`config.mk`:
```
export PLATFORM = sky130hd
export DESIGN_NAME = i_type_issue_flat
export DESIGN_NICKNAME = d
export VERILOG_FILES = /design/src/rtl/i_type_issue_if.sv /design/src/rtl/i_type_issue.sv /design/src/flat_wrapper.sv
export SDC_FILE = /design/constraint.sdc
export NUM_CORES = 1
export LEC_CHECK = 0
export CORE_UTILIZATION = 29
export DETAILED_ROUTE_END_ITERATION = 8
export HOLD_SLACK_MARGIN = 0.03
export PLACE_DENSITY = 0.66
export SLEW_MARGIN = 20
export SYNTH_ARGS = -nofsm -noshare
export SYNTH_HDL_FRONTEND = slang
export SYNTH_SLANG_ARGS = --single-unit
```
`constraint.sdc`:
```
create_clock -name clk -period 1.7 [get_ports clk]
set_input_delay 0.34 -clock clk [delete_from_list [all_inputs] [get_ports clk]]
set_output_delay 0.34 -clock clk [all_outputs]
set_load 0.01 [all_outputs]
```
`src/rtl/i_type_issue_if.sv`:
```
// Instruction handshake bundle between the fetch side and the I-type issue sequencer.
// The master offers instructions; the slave signals when it can take one.
interface i_type_issue_if;
   logic        in_valid;
   logic        in_ready;
   logic [31:0] in_instr;

   modport master (output in_valid, output in_instr, input in_ready);
   modport slave  (input in_valid, input in_instr, output in_ready);
endinterface

```
`src/rtl/i_type_issue.sv`:
```
// Multi-cycle sequencer feeding the I-type ALU executor: accept, read rs1, execute, write back.
// Illegal OP-IMM encodings take a one-cycle ERR detour that raises the illegal pulse.
module i_type_issue #(
   parameter int CNT_W = 32
) (
   input  logic               clk,
   input  logic               rst_n,
   i_type_issue_if.slave      in_bus,
   output logic [4:0]         rf_raddr,
   input  logic [31:0]        rf_rdata,
   output logic [31:0]        ex_idata,
   output logic [31:0]        ex_rv1,
   output logic [31:0]        ex_imm,
   input  logic [31:0]        ex_regdata,
   output logic               rf_we,
   output logic [4:0]         rf_waddr,
   output logic [31:0]        rf_wdata,
   output logic               illegal,
   output logic [CNT_W-1:0]   retired_cnt
);

   typedef enum logic [2:0] {
      IDLE,
      RDREG,
      EXEC,
      WB,
      ERR
   } state_t;

   state_t             state;
   state_t             next_state;
   logic [31:0]        instr_q;
   logic [31:0]        result_q;
   logic [CNT_W-1:0]   cnt_q;
   logic               ready;
   logic               take;
   logic [4:0]         rs1;
   logic [4:0]         rd;

   // Shift encodings constrain funct7; every other funct3 accepts any immediate.
   function automatic logic is_legal(input logic [6:0] funct7,
                                     input logic [2:0] funct3,
                                     input logic [6:0] opcode);
      logic ok;
      ok = (opcode == 7'b0010011);
      if (funct3 == 3'b001)
         ok = ok && (funct7 == 7'b0000000);
      else if (funct3 == 3'b101)
         ok = ok && ((funct7 == 7'b0000000) || (funct7 == 7'b0100000));
      return ok;
   endfunction

   assign rs1 = instr_q[19:15];
   assign rd  = instr_q[11:7];

   always_comb begin
      next_state = state;
      ready      = (state == IDLE) || (state == WB);
      take       = in_bus.in_valid && ready;
      case (state)
         IDLE, WB: begin
            if (take)
               next_state = is_legal(in_bus.in_instr[31:25], in_bus.in_instr[14:12],
                                     in_bus.in_instr[6:0]) ? RDREG : ERR;
            else
               next_state = IDLE;
         end
         RDREG:   next_state = EXEC;
         EXEC:    next_state = WB;
         ERR:     next_state = IDLE;
         default: next_state = IDLE;
      endcase
   end

   always_ff @(posedge clk or negedge rst_n) begin
      if (!rst_n) begin
         state    <= IDLE;
         instr_q  <= '0;
         result_q <= '0;
         cnt_q    <= '0;
      end else begin
         state <= next_state;
         if (take)
            instr_q <= in_bus.in_instr;
         if (state == EXEC)
            result_q <= ex_regdata;
         if (state == WB)
            cnt_q <= cnt_q + CNT_W'(1);
      end
   end

   // Outputs decode straight from state so reset silences rf_we and illegal at once.
   always_comb begin
      in_bus.in_ready = ready;
      rf_raddr        = (state == RDREG) ? rs1 : 5'd0;
      ex_idata        = instr_q;
      ex_imm          = {{20{instr_q[31]}}, instr_q[31:20]};
      ex_rv1          = ((state == EXEC) && (rs1 != 5'd0)) ? rf_rdata : 32'd0;
      rf_we           = (state == WB) && (rd != 5'd0);
      rf_waddr        = rd;
      rf_wdata        = result_q;
      illegal         = (state == ERR);
      retired_cnt     = cnt_q;
   end

endmodule

```
`src/flat_wrapper.sv`:
```
// flat-port wrapper written by rule: the top's interface ports become plain ports
module i_type_issue_flat 
#(
   parameter int CNT_W = 32
)
  (clk, rst_n, rf_raddr, rf_rdata, ex_idata, ex_rv1, ex_imm, ex_regdata, rf_we, rf_waddr, rf_wdata, illegal, retired_cnt, in_bus_in_valid, in_bus_in_instr, in_bus_in_ready);
  i_type_issue_if in_bus_i ();
  input  logic clk;
  input  logic rst_n;
  output logic [4:0] rf_raddr;
  input  logic [31:0] rf_rdata;
  output logic [31:0] ex_idata;
  output logic [31:0] ex_rv1;
  output logic [31:0] ex_imm;
  input  logic [31:0] ex_regdata;
  output logic rf_we;
  output logic [4:0] rf_waddr;
  output logic [31:0] rf_wdata;
  output logic illegal;
  output logic [CNT_W-1:0] retired_cnt;
  input wire logic [$bits(in_bus_i.in_valid)-1:0] in_bus_in_valid;
  input wire logic [$bits(in_bus_i.in_instr)-1:0] in_bus_in_instr;
  output wire logic [$bits(in_bus_i.in_ready)-1:0] in_bus_in_ready;
  assign in_bus_i.in_valid = in_bus_in_valid;
  assign in_bus_i.in_instr = in_bus_in_instr;
  assign in_bus_in_ready = in_bus_i.in_ready;
  i_type_issue #(.CNT_W(CNT_W)) u_core (.clk(clk), .rst_n(rst_n), .in_bus(in_bus_i), .rf_raddr(rf_raddr), .rf_rdata(rf_rdata), .ex_idata(ex_idata), .ex_rv1(ex_rv1), .ex_imm(ex_imm), .ex_regdata(ex_regdata), .rf_we(rf_we), .rf_waddr(rf_waddr), .rf_wdata(rf_wdata), .illegal(illegal), .retired_cnt(retired_cnt));
endmodule
```
==> results.py <==
metrics = {
    "critical_path": {
        "worstRegToRegCells": 8,
        "crit_start": "u_core.ex_idata[17]",
        "reg2reg_to": "u_core.ex_idata[0]",
        "r2r_start": "u_core.state[1]",
        "worstPathMaxFanout": 8,
        "crit_arrival_ns": 1.95,
        "regToRegSetupSlack_ns": -0.13,
        "critPathKind": "reg -> out",
        "crit_path_end_kind": "output port",
        "worstPathRequired_ns": 1.36,
        "cp-endpoint": "ex_rv1[3]",
        "setup.worst_path.start_class": "flip-flop",
    },
    "cells_and_area": {
        "area_growth_pct": 79.2,
        "nets": 763,
        "fin_area_sq_um": 8520,
        "drive_gt1_share_pct": 36.4,
        "antenna_cells": 0,
    },
    "floorplanning": {
        "start_util_pct": 29.8,
        "row_count": 46,
        "dieWidth_um": 130,
        "core_area_sq_um": 15900,
        "die_area_sq_um": 16900,
        "die_h_um": 130,
        "ios": 272,
    },
    "outcome": {
        "status": "finished, violations left",
        "violations": "setup timing",
    },
    "detailed_routing": {
        "viasPerCell": 4.41,
        "wl_um": 14400,
        "wl_per_cell_um": 16.3,
        "initialDrtViolationCount": 109,
        "dr_total_vias": 3895,
        "first_pass_iters": 4,
        "ant_nets": 0,
        "drc": 0,
    },
    "clock_network": {
        "cts_sinks": 99,
        "clk_path_buf_depth": 2,
        "numCtsBuffers": 9,
        "insertion_delay_ns": 0.35,
        "clk_pin_slew_ns": 0.07,
        "cts_root_buf": "clkbuf_16",
        "cts_tree": "yes",
        "h-tree-depth": 3,
    },
    "global_route": {
        "grt_max_degree": 100,
        "grt_pass1_wl_um": 21800,
        "overflow": 0,
        "grt_pass1_vias": 4171,
        "antenna_found_initial": 0,
        "groute.usage.overall_pct": 17.2,
    },
    "hold_path": {
        "holdCritPathClass": "in -> async",
    },
    "logic_synthesis": {
        "synth_cells": 366,
        "ys_types": 38,
        "async_reset_ff_share_pct": 100,
        "yosys_most_used_dff": "dfrtp_1",
        "synth_area_sq_um": 4750,
        "synth_edf_count": 0,
        "ys_seq_elements": 99,
        "avgSynthCellArea_sq_um": 13.0,
        "syn_nets": 466,
        "yosysSeqAreaShare_pct": 52.1,
        "yosysWarnings": 0,
    },
    "sta": {
        "setup_viol": 71,
        "skew_ns": 0.00790,
        "max_freq_ghz": 0.437,
        "finalHoldViolations": 0,
        "final_max_slew_viol_count": 0,
        "fin_tns_setup_ns": -20.94,
        "rsz0062_at_grt": "true",
        "worst_pin_slew_ns": 0.580,
        "finalCritPeriodShare_pct": 135,
        "worst_slack_ns": -0.589,
        "slew_headroom_pct": 61.3,
        "fin_crit_ns": 2.29,
    },
    "placement": {
        "hpwl_um": 9890,
        "numPortBuffers": 271,
        "place_ws_ns": -0.550,
        "gp_congestion": 0.725,
        "placed_area_sq_um": 7640,
    },
    "power": {
        "peakVddDrop_uv": 922,
        "p_per_area_nw_per_um2": 1540,
        "leakage_nw": 4.03,
    },
    "run": {
        "maxCapViolCount": 0,
    },
}
[cells by family after synthesis]
group           synth area share, %
compound gates                0.974
xor+xnor                       5.71
fa+ha+maj                     0.263
buf+inv                        7.77
flops                          52.1
mux                            17.7
simple gates                   15.5
[report_power, final]
| part | total, W | switching (W) | internal, W |
|---|---|---|---|
| logic | 0.00723 | 0.00266 | 0.00457 |
| clock network | 0.00223 | 0.000926 | 0.00130 |
| registers | 0.00368 | 0.000493 | 0.00319 |
| total | 0.0131 | 0.00408 | 0.00906 |
[synth_stat cells, types with 3 or more instances]
cell | number | share of area, %
dfrtp_1 | 99 | 52
and2_1 | 40 | 5.3
buf_4 | 38 | 6.0
mux2_2 | 36 | 8.5
mux2_4 | 29 | 9.2
xnor2_1 | 25 | 4.6
nand3_1 | 12 | 1.3
nand4_1 | 12 | 1.6
nand2_1 | 10 | 0.79
nor2_1 | 9 | 0.71
and3_1 | 8 | 1.1
xor2_1 | 6 | 1.1
buf_2 | 4 | 0.42
and4_1 | 3 | 0.55
buf_6 | 3 | 0.71
clkbuf_2 | 3 | 0.32
inv_1 | 3 | 0.24
[layout by cell type (no fill, tap or decap), types with 12 or more instances in the layout]
| master | count |
|---|---|
| clkdlybuf4s50_1 | 182 |
| dfrtp_1 | 94 |
| buf_4 | 42 |
| buf_6 | 41 |
| dlygate4sd2_1 | 40 |
| mux2_2 | 36 |
| and2_4 | 30 |
| mux2_4 | 29 |
| xnor2_1 | 24 |
| nand4_1 | 12 |
[worst max-delay path, cell delays in order, from the launching register on]
cell     delay [ns]
dfrtp_1        0.38
or4_4          0.53
o21a_4         0.28
buf_16         0.16
and2_4         0.15
buf_6          0.11
[metal layers]
layer / GRT usage (%) / share of wire (%)
met1: 17.5 / 37
met2: 33.7 / 54
met3: 5.04 / 8.0
met4: 5.13 / 1.2
met5: 0 / 0
[how the worst min path moves through the flow]
stage,startpoint,end,slack [ns],cells after the start
after floorplan,rst_n,u_core.ex_idata[0],0.04,0
after CTS,rst_n,u_core.rf_wdata[18],0.07,2
final,rst_n,u_core.rf_wdata[14],0.0004,2
after global routing,rst_n,u_core.rf_wdata[14],0.08,2
after global placement,rst_n,u_core.rf_wdata[20],0.44,2
after detailed placement,rst_n,u_core.rf_wdata[18],0.45,2
[timing repair]
| action | CTS | global route |
|---|---|---|
| gates resized for setup | 285 | 29 |
| cloned | 7 | 0 |
| setup endpoints to repair | 117 | 142 |
| pin swaps | 46 | 8 |
| setup buffers | 19 | 15 |
| hold buffers | 0 | 0 |
[per-stage QoR]
step | instances | utilization, % | power, W | hold slack, ns
after floorplan | 366 | - | 0.00707 | 0.0444
after global placement | 833 | 47.9 | 0.0103 | 0.438
after detailed placement | 833 | 47.9 | 0.0104 | 0.454
after CTS | 875 | 52.4 | 0.0133 | 0.0693
after global routing | 884 | 53.4 | 0.0139 | 0.0794
final | 884 | 53.4 | 0.0131 | 0.000402
[registers in the layout, indices dropped and copies added (netlist names)]
signal	count
u_core.retired_cnt	32
u_core.state	3
u_core.ex_idata	32
u_core.rf_wdata	32
[cell type report]
| cell class | instances | area, sq um |
|---|---|---|
| clock buffers | 9 | 225 |
| flip-flops and latches | 99 | 2480 |
| well taps | 216 | 270 |
| inverters | 3 | 11.3 |
| clock inverters | 7 | 98.8 |
| fillers | 1366 | 7430 |
| repair buffers | 335 | 3380 |
| multi-input cells | 215 | 2050 |
No activity file was read; power rests on OpenSTA's default activity.
